$ cat config.mk
export PLATFORM = sky130hd
export DESIGN_NAME = wordle_scorer
export DESIGN_NICKNAME = d
export VERILOG_FILES = /design/src/rtl/wordle_pkg.sv /design/src/rtl/wordle_scorer.sv
export SDC_FILE = /design/constraint.sdc
export NUM_CORES = 1
export LEC_CHECK = 0
export ABC_CLOCK_PERIOD_IN_PS = 5800
export CAP_MARGIN = 20
export CORE_ASPECT_RATIO = 1.75
export CORE_MARGIN = 1
export CORE_UTILIZATION = 40
export DETAILED_ROUTE_END_ITERATION = 12
export PLACE_DENSITY_LB_ADDON = 0.05
export SKIP_CTS_REPAIR_TIMING = 1
export SLEW_MARGIN = 20
export SYNTH_ARGS = -nofsm -noshare
export SYNTH_HDL_FRONTEND = slang
export SYNTH_SLANG_ARGS = --single-unit
export TNS_END_PERCENT = 10
$ cat constraint.sdc
create_clock -name Clk -period 5.8 [get_ports Clk]
set_input_delay 1.45 -clock Clk [delete_from_list [all_inputs] [get_ports Clk]]
set_output_delay 1.45 -clock Clk [all_outputs]
set_load 0.01 [all_outputs]
$ cat src/rtl/wordle_pkg.sv
// wordle_pkg: shared constants, state encoding and letter selection for the Wordle scorer
package wordle_pkg;
  localparam int WORD_LEN = 5;
  localparam int LETTER_W = 8;
  localparam logic [1:0] COL_GRAY = 2'b00;
  localparam logic [1:0] COL_YELLOW = 2'b01;
  localparam logic [1:0] COL_GREEN = 2'b10;
  localparam logic [2*WORD_LEN-1:0] ALL_GREEN = 10'h2AA;
  typedef enum logic [1:0] {S_IDLE, S_GREEN, S_YELLOW, S_DONE} scorer_state_t;
  function automatic logic [LETTER_W-1:0] letter_at(input logic [WORD_LEN*LETTER_W-1:0] w, input logic [2:0] p);
    return w[(WORD_LEN-1-int'(p))*LETTER_W +: LETTER_W];
  endfunction
endpackage

$ cat src/rtl/wordle_scorer.sv
// wordle_scorer: fixed-latency green/yellow/gray scoring of a latched guess against the answer
module wordle_scorer
  import wordle_pkg::*;
(
  input  logic                         Clk,
  input  logic                         reset,
  input  logic                         Start,
  input  logic [WORD_LEN*LETTER_W-1:0] guess,
  input  logic [WORD_LEN*LETTER_W-1:0] answer,
  output logic                         Busy,
  output logic                         Done,
  output logic [2*WORD_LEN-1:0]        colors,
  output logic                         all_green
);
  scorer_state_t r_state, w_state_nxt;
  logic [WORD_LEN*LETTER_W-1:0] r_g, r_a;
  logic [2*WORD_LEN-1:0] r_colors, w_col_nxt;
  logic [WORD_LEN-1:0] r_used, w_used_nxt;
  logic [2:0] r_i, r_j, w_i_nxt, w_j_nxt;
  logic r_all_green;
  logic [3:0] w_off_i;
  logic w_green_hit, w_yellow_hit;
  assign w_off_i = 4'd8 - {r_i, 1'b0};
  assign w_green_hit = letter_at(r_g, r_i) == letter_at(r_a, r_i);
  assign w_yellow_hit = r_colors[w_off_i +: 2] == COL_GRAY && !r_used[r_j] && letter_at(r_g, r_i) == letter_at(r_a, r_j);
  assign Busy = r_state != S_IDLE;
  assign Done = r_state == S_DONE;
  assign colors = r_colors;
  assign all_green = r_all_green;
  // next state, colour/used updates and scan counter stepping
  always_comb begin
    w_state_nxt = r_state;
    w_col_nxt = r_colors;
    w_used_nxt = r_used;
    w_i_nxt = r_i;
    w_j_nxt = r_j;
    case (r_state)
      S_IDLE: if (Start) begin
        w_state_nxt = S_GREEN;
        w_col_nxt = '0;
        w_used_nxt = '0;
        w_i_nxt = '0;
        w_j_nxt = '0;
      end
      S_GREEN: begin
        if (w_green_hit) begin
          w_col_nxt[w_off_i +: 2] = COL_GREEN;
          w_used_nxt[r_i] = 1'b1;
        end
        w_i_nxt = r_i == 3'd4 ? 3'd0 : r_i + 3'd1;
        w_j_nxt = '0;
        w_state_nxt = r_i == 3'd4 ? S_YELLOW : S_GREEN;
      end
      S_YELLOW: begin
        if (w_yellow_hit) begin
          w_col_nxt[w_off_i +: 2] = COL_YELLOW;
          w_used_nxt[r_j] = 1'b1;
        end
        w_j_nxt = r_j == 3'd4 ? 3'd0 : r_j + 3'd1;
        w_i_nxt = r_j != 3'd4 ? r_i : r_i == 3'd4 ? 3'd0 : r_i + 3'd1;
        w_state_nxt = r_j == 3'd4 && r_i == 3'd4 ? S_DONE : S_YELLOW;
      end
      default: w_state_nxt = S_IDLE;
    endcase
  end
  // state, operand latch and result registers; all_green is captured as the scan completes
  always_ff @(posedge Clk) begin
    if (reset) begin
      r_state <= S_IDLE;
      r_g <= '0;
      r_a <= '0;
      r_colors <= '0;
      r_used <= '0;
      r_i <= '0;
      r_j <= '0;
      r_all_green <= 1'b0;
    end else begin
      r_state <= w_state_nxt;
      r_colors <= w_col_nxt;
      r_used <= w_used_nxt;
      r_i <= w_i_nxt;
      r_j <= w_j_nxt;
      if (r_state == S_IDLE && Start) begin
        r_g <= guess;
        r_a <= answer;
        r_all_green <= 1'b0;
      end
      if (r_state == S_YELLOW && w_state_nxt == S_DONE) r_all_green <= w_col_nxt == ALL_GREEN;
    end
  end
endmodule
==> flow_summary.yaml, run 1 <==
power:
  total_leakage_power_nw: 2.58
  finalPower_mw: 1.80
  p_per_area_nw_per_um2: 251
  peakVddDrop_uv: 123
synthesis:
  seq_area_frac_synth_pct: 35.2
  synth_nets: 872
  ys_types: 72
  synthFlopType: "dfxtp_1"
  async_flop_share_pct: 0
  postSynthAreaPerCell_um2: 7.63
  synthCells: 774
  synth_seq_cells: 104
  yosys_warnings: 0
  synth_edf_count: 0
  synth.cell_area_um2: 5910
final_layout:
  diodes: 0
  syn2layout_area_growth_pct: 21.4
  fin_area_um2: 7170
  multiInputGateArea_um2: 3520
  regArea_um2: 2080
  nets: 933
  utilization_pct: 49.9
  fill_cells: 1466
  drive_gt1_share_pct: 5.83
min_path:
  whs_path_depth: 2
  hp-class: "reg -> reg"
setup_path:
  required_ns: 6.05
  startpoint_type: "flop"
  crit_fanout: 20
  cp-end-kind: "flop"
  crit_type: "reg -> reg"
  worstPathArrival_ns: 5.13
  r2r_cells: 12
drt:
  wirelength_um: 18700
  wl_per_cell_um: 18.3
  drt-initial-drc-count: 336
  viasPerCell: 5.51
  ant_nets: 0
  drc: 0
  firstDrtPassIters: 7
  route.vias.total: 5621
grt:
  antenna_found_initial: 0
  grt_max_degree: 101
  globalRouteTotalUtil_pct: 25.1
  grt_pass1_wl_um: 29000
  grt-ovfl-total: 0
  grt_pass1_vias: 5353
timing:
  slew_headroom_pct: 27.5
  setup_viol: 0
  fmax_mhz: 205
  finalMaxSlewViolations: 0
  fin_crit_sh_pct: 84.2
  finalClockSkew_ns: 0.0151
  rsz0062_at_grt: "no"
  worstMarginPinSlew_ns: 1.09
  setup_tns_ns: 0
  finalWorstPathRequiredPeriod_ns: 4.88
  hold_viol: 0
placement:
  dp_hpwl_um: 14400
  io_buffers: 95
  dpl-instance-area_um2: 6870
  place_congestion: 0.862
job:
  max-cap-violations: 0
floorplan:
  fp-row-count: 58
  die_y_um: 163
  core-area_um2: 14400
  die_w_um: 93.9
  die-area_um2: 15300
  start_util_pct: 41.1
  ioPinCount: 96
clock_network:
  numClockSinks: 104
  cts_made_buffers: 9
  cts_root_buffer: "clkbuf_16"
  htreeDepth: 3
  cts_buffer_depth: 2
  clk_pin_slew_ns: 0.08
  tritoncts: "yes"
  worstSkewPairLatency_ns: 0.36
outcome:
  run_status: "completed"
sequential cells by signal, summed over array words and instances (netlist names):
register / cells
r_state: 2
r_a: 40
all_green: 1
r_used: 5
r_g: 40
r_j: 3
r_i: 3
colors: 10
area by class of cell:
| cell class | count | area share, % |
|---|---|---|
| inverter | 16 | 0.837 |
| timing repair buffer | 101 | 13.8 |
| multi-input combinational | 603 | 49.0 |
| tap | 180 | 3.14 |
| clock inverter | 5 | 0.645 |
| sequential | 104 | 29.0 |
| clock buffer | 11 | 3.52 |
synthesized netlist by cell type (9+ instances only):
library cell	number	share of area (%)
nor2b_1	10	1.1
inv_1	16	1.0
nand2_1	189	12
nor3_1	19	1.6
mux2i_1	42	7.1
ha_1	15	3.2
dfxtp_1	104	35
a21oi_1	102	8.6
nand3_1	16	1.4
a211oi_1	9	1.1
o21ai_0	35	3.0
nor2_1	42	2.7
clkbuf_1	32	2.0
stage by stage:
| stage | setup WS, ns | hold WS, ns | cells |
|---|---|---|---|
| 3_3_place_gp | 1.09 | 0.440 | 1004 |
| 6_report | 0.917 | 0.454 | 1020 |
| 2_1_floorplan | 2.29 | 0.431 | 774 |
| 3_5_place_dp | 1.00 | 0.448 | 1004 |
| 5_1_grt | 0.703 | 0.477 | 1020 |
| 4_1_cts | 0.988 | 0.458 | 1020 |
per-layer routing:
metal	up-vias	share of wire, %	GRT usage [%]
met5	-	0	0
met1	2640	40	27.8
met3	32	2.9	3.17
met2	121	54	47.1
li1	2828	-	-
met4	0	3.2	10.0
placed cells by master, fill, tap and decap left out, drive strengths merged, types with 3 or more instances in the layout:
| master | synthesis | routed |
|---|---|---|
| nand2 | 189 | 189 |
| dfxtp | 104 | 104 |
| a21oi | 103 | 103 |
| clkdlybuf4s50 | 0 | 94 |
| nor2 | 43 | 43 |
| mux2i | 42 | 42 |
| o21ai | 38 | 38 |
| nor3 | 21 | 21 |
| inv | 16 | 19 |
| nand3 | 16 | 16 |
| ha | 15 | 15 |
| clkbuf | 33 | 11 |
| nor2b | 10 | 10 |
| a211oi | 9 | 9 |
| nand3b | 7 | 7 |
| o211ai | 7 | 7 |
| a31oi | 7 | 7 |
| buf | 18 | 7 |
| nand2b | 6 | 6 |
| or3 | 5 | 5 |
| xor2 | 5 | 5 |
| and3 | 5 | 5 |
| xnor2 | 5 | 5 |
| nor4 | 5 | 5 |
| a31o | 5 | 5 |
| a21o | 4 | 4 |
| o22ai | 4 | 4 |
| a221oi | 4 | 4 |
| mux2 | 4 | 4 |
| nand4 | 3 | 3 |
| a211o | 3 | 3 |
| a2bb2oi | 3 | 3 |
| or4 | 3 | 3 |
| or2 | 3 | 3 |
where the power goes:
group          total [mW]  internal (mW)  leakage, nW  switching (mW)
Clock               0.613          0.323        0.149           0.290
Combinational       0.394          0.167         1.58           0.227
Sequential          0.791          0.753        0.851          0.0381
Total                1.80           1.24         2.58           0.555
final timing paths:
kind	start	endpoint	slack [ns]
worst max-delay path	r_j[0]$_SDFFE_PP0P_	all_green$_SDFFE_PP0P_	0.92
worst min-delay path	r_g[8]$_SDFFE_PP0P_	r_g[8]$_SDFFE_PP0P_	0.45
worst max register to register	r_j[0]$_SDFFE_PP0P_	all_green$_SDFFE_PP0P_	0.92
worst min register to register	r_g[8]$_SDFFE_PP0P_	r_g[8]$_SDFFE_PP0P_	0.45
worst max-delay path, cell delays in order, from the launching register on:
cell and delay [ns]:
dfxtp_1 0.72, inv_1 0.27, ha_1 1.00, inv_1 0.20, and3_1 0.29, a211oi_1 0.49
a21boi_0 0.19, o221a_1 0.33, or4_4 0.55, nor3_2 0.16, a2bb2oi_1 0.25, nor4b_1 0.09
a31o_1 0.22
cell families (layout without fill, tap and decap cells):
| kind of cell | count (synthesis) | in the layout | synth area share, % |
|---|---|---|---|
| AOI/OAI and AO/OA | 205 | 205 | 21.3 |
| xor gates and xnor gates | 10 | 10 | 1.48 |
| adders and majority gates | 15 | 15 | 3.18 |
| buffers and inverters | 67 | 133 | 5.32 |
| DFF | 104 | 104 | 35.2 |
| muxes | 47 | 47 | 8.26 |
| and+or+nand+nor | 326 | 326 | 25.2 |
(Power assumes the default switching activity.)
==> run 2, diff against run 1 <==
--- a/config.mk
+++ b/config.mk
@@ -5,7 +5,7 @@
 export SDC_FILE = /design/constraint.sdc
 export NUM_CORES = 1
 export LEC_CHECK = 0
-export ABC_CLOCK_PERIOD_IN_PS = 5800
+export ABC_CLOCK_PERIOD_IN_PS = 4610
 export CAP_MARGIN = 20
 export CORE_ASPECT_RATIO = 1.75
 export CORE_MARGIN = 1
==> constraint.sdc (replaced) <==
create_clock -name Clk -period 4.61 [get_ports Clk]
set_input_delay 1.1525 -clock Clk [delete_from_list [all_inputs] [get_ports Clk]]
set_output_delay 1.1525 -clock Clk [all_outputs]
set_load 0.01 [all_outputs]
==> run 2 against run 1 <==
Cell count grew 0.98%. Critical path type unchanged. Combinational power grew 32%. Critical endpoint is now r_used[0]$_SDFFE_PP0P_. First-iteration DRC count fell by 23%. Sequential power up 26%. Setup slack got worse by 0.48 ns. Sequential cell count is the same.
==> flow_summary.yaml, run 2 (same netlist as run 1, synthesis figures left out) <==
power:
  p_clk_share_pct: 34.1
  p_per_area_nw_per_um2: 317
  finalPower_mw: 2.30
  swShare_pct: 31.8
  total_leakage_power_nw: 2.63
  power_switching_mw: 0.731
  peakVddDrop_uv: 184
  pwr-share-seq_pct: 43.2
  intPower_mw: 1.57
  power.share.combinational_pct: 22.7
clock_network:
  tritoncts: "yes"
  worstSkewPairLatency_ns: 0.36
  cts_buffer_depth: 2
  clk_pin_slew_ns: 0.08
  htreeDepth: 3
  cts_root_buffer: "clkbuf_16"
  cts_made_buffers: 9
  numClockSinks: 104
job:
  max-cap-violations: 0
setup_path:
  required_ns: 4.87
  startpoint_type: "flop"
  worstPathArrival_ns: 4.43
  crit_fanout: 10
  crit_type: "reg -> reg"
  cp-end-kind: "flop"
floorplan:
  start_util_pct: 41.1
  die_y_um: 163
  die-area_um2: 15300
  core-area_um2: 14400
  die_w_um: 93.9
  fp-row-count: 58
  ioPinCount: 96
grt:
  busiest_layer: "met2"
  grt_max_degree: 101
  grt-ovfl-total: 0
  antenna_found_initial: 0
  grtUsageMet1_pct: 28.2
  globalRouteTotalUtil_pct: 27.5
  grt_use_met3_pct: 3.27
  use_met2_pct: 53.6
  grt_pass1_vias: 5877
  grt_pass1_wl_um: 31400
timing:
  worstMarginPinSlew_ns: 1.05
  hold_viol: 0
  setup_viol: 0
  finalClockSkew_ns: 0.00892
  finalMaxSlewViolations: 0
  slew_headroom_pct: 29.9
  setup_tns_ns: 0
  rsz0062_at_grt: "no"
  fin_crit_sh_pct: 90.5
  fmax_mhz: 240
  finalWorstPathRequiredPeriod_ns: 4.17
final_layout:
  syn2layout_area_growth_pct: 22.8
  fill_cells: 1431
  drive_gt1_share_pct: 6.94
  final_cell_mix: "nand2_1, dfxtp_1, a21oi_1, clkdlybuf4s50_1"
  diodes: 0
  nets: 943
  final_common_cell: "nand2_1"
drt:
  drt-initial-drc-count: 259
  viasPerCell: 5.61
  route.vias.total: 5783
  firstDrtPassIters: 5
  wl_per_cell_um: 19.1
  ant_nets: 0
  wirelength_um: 19700
  drc: 0
placement:
  io_buffers: 95
  place_congestion: 0.926
  dp_hpwl_um: 15300
min_path:
  hp-class: "reg -> reg"
outcome:
  run_status: "completed"
==> run 2: cell types whose count changed in the layout (fill, tap and decap cells not counted), sizes merged <==
cell,delta
clkinv,-1
buf,+10
clkinvlp,+1
inv,+1
clkbuf,-1
==> run 2: worst max-delay path: stages (launching register included) <==
cell and delay [ns]:
dfxtp_1 0.52, inv_1 0.12, ha_1 0.64, inv_1 0.18
and3_1 0.29, a211oi_1 0.55, a21boi_0 0.20, o221a_1 0.33
or4_4 0.59, a221oi_4 0.35, a21o_2 0.23, nor2_1 0.06
==> run 2: worst paths after layout <==
check | slack, ns | startpoint | cells past startpoint | to
worst min register to register | 0.46 | r_g[36]$_SDFFE_PP0P_ | 2 | r_g[36]$_SDFFE_PP0P_
worst max-delay path | 0.44 | r_j[1]$_SDFFE_PP0P_ | 11 | r_used[0]$_SDFFE_PP0P_
worst max register to register | 0.44 | r_j[1]$_SDFFE_PP0P_ | 11 | r_used[0]$_SDFFE_PP0P_
worst min-delay path | 0.46 | r_g[36]$_SDFFE_PP0P_ | 2 | r_g[36]$_SDFFE_PP0P_
==> run 2: layout make-up <==
class                   instances  area [um2]  area share [%]
well taps                     180         225            3.10
repair buffers                111        1070            14.7
inverters                      16        60.1           0.828
clock buffers                  10         239            3.29
clock inverters                 6        61.3           0.845
multi-input cells             603        3520            48.5
flip-flops and latches        104        2080            28.7
==> run 2: per-layer routing <==
| metal | wire (um) | part of all wire, % |
|---|---|---|
| met5 | 0 | 0 |
| met4 | 758 | 3.8 |
| met3 | 724 | 3.7 |
| met2 | 11000 | 56 |
| met1 | 7210 | 37 |
==> run 2: metrics by stage <==
step	cell area (um2)	std cells	util, %	hold WS (ns)	setup slack [ns]
detailed placement	6950	1014	48.4	0.448	0.511
global placement	6950	1014	48.4	0.440	0.578
finish	7250	1030	50.5	0.456	0.437
floorplan	5910	774	-	0.431	1.10
CTS	7250	1030	50.5	0.458	0.496
global route	7250	1030	50.5	0.482	0.237
==> run 2: power by group through the flow <==
stage / clock, mW / combinational [mW] / sequential, mW
global placement: 0 / 0.514 / 1.01
floorplan: 0 / 0.342 / 0.993
finish: 0.783 / 0.521 / 0.993
CTS: 0.797 / 0.522 / 0.994
detailed placement: 0 / 0.521 / 1.01
global route: 0.837 / 0.573 / 0.999
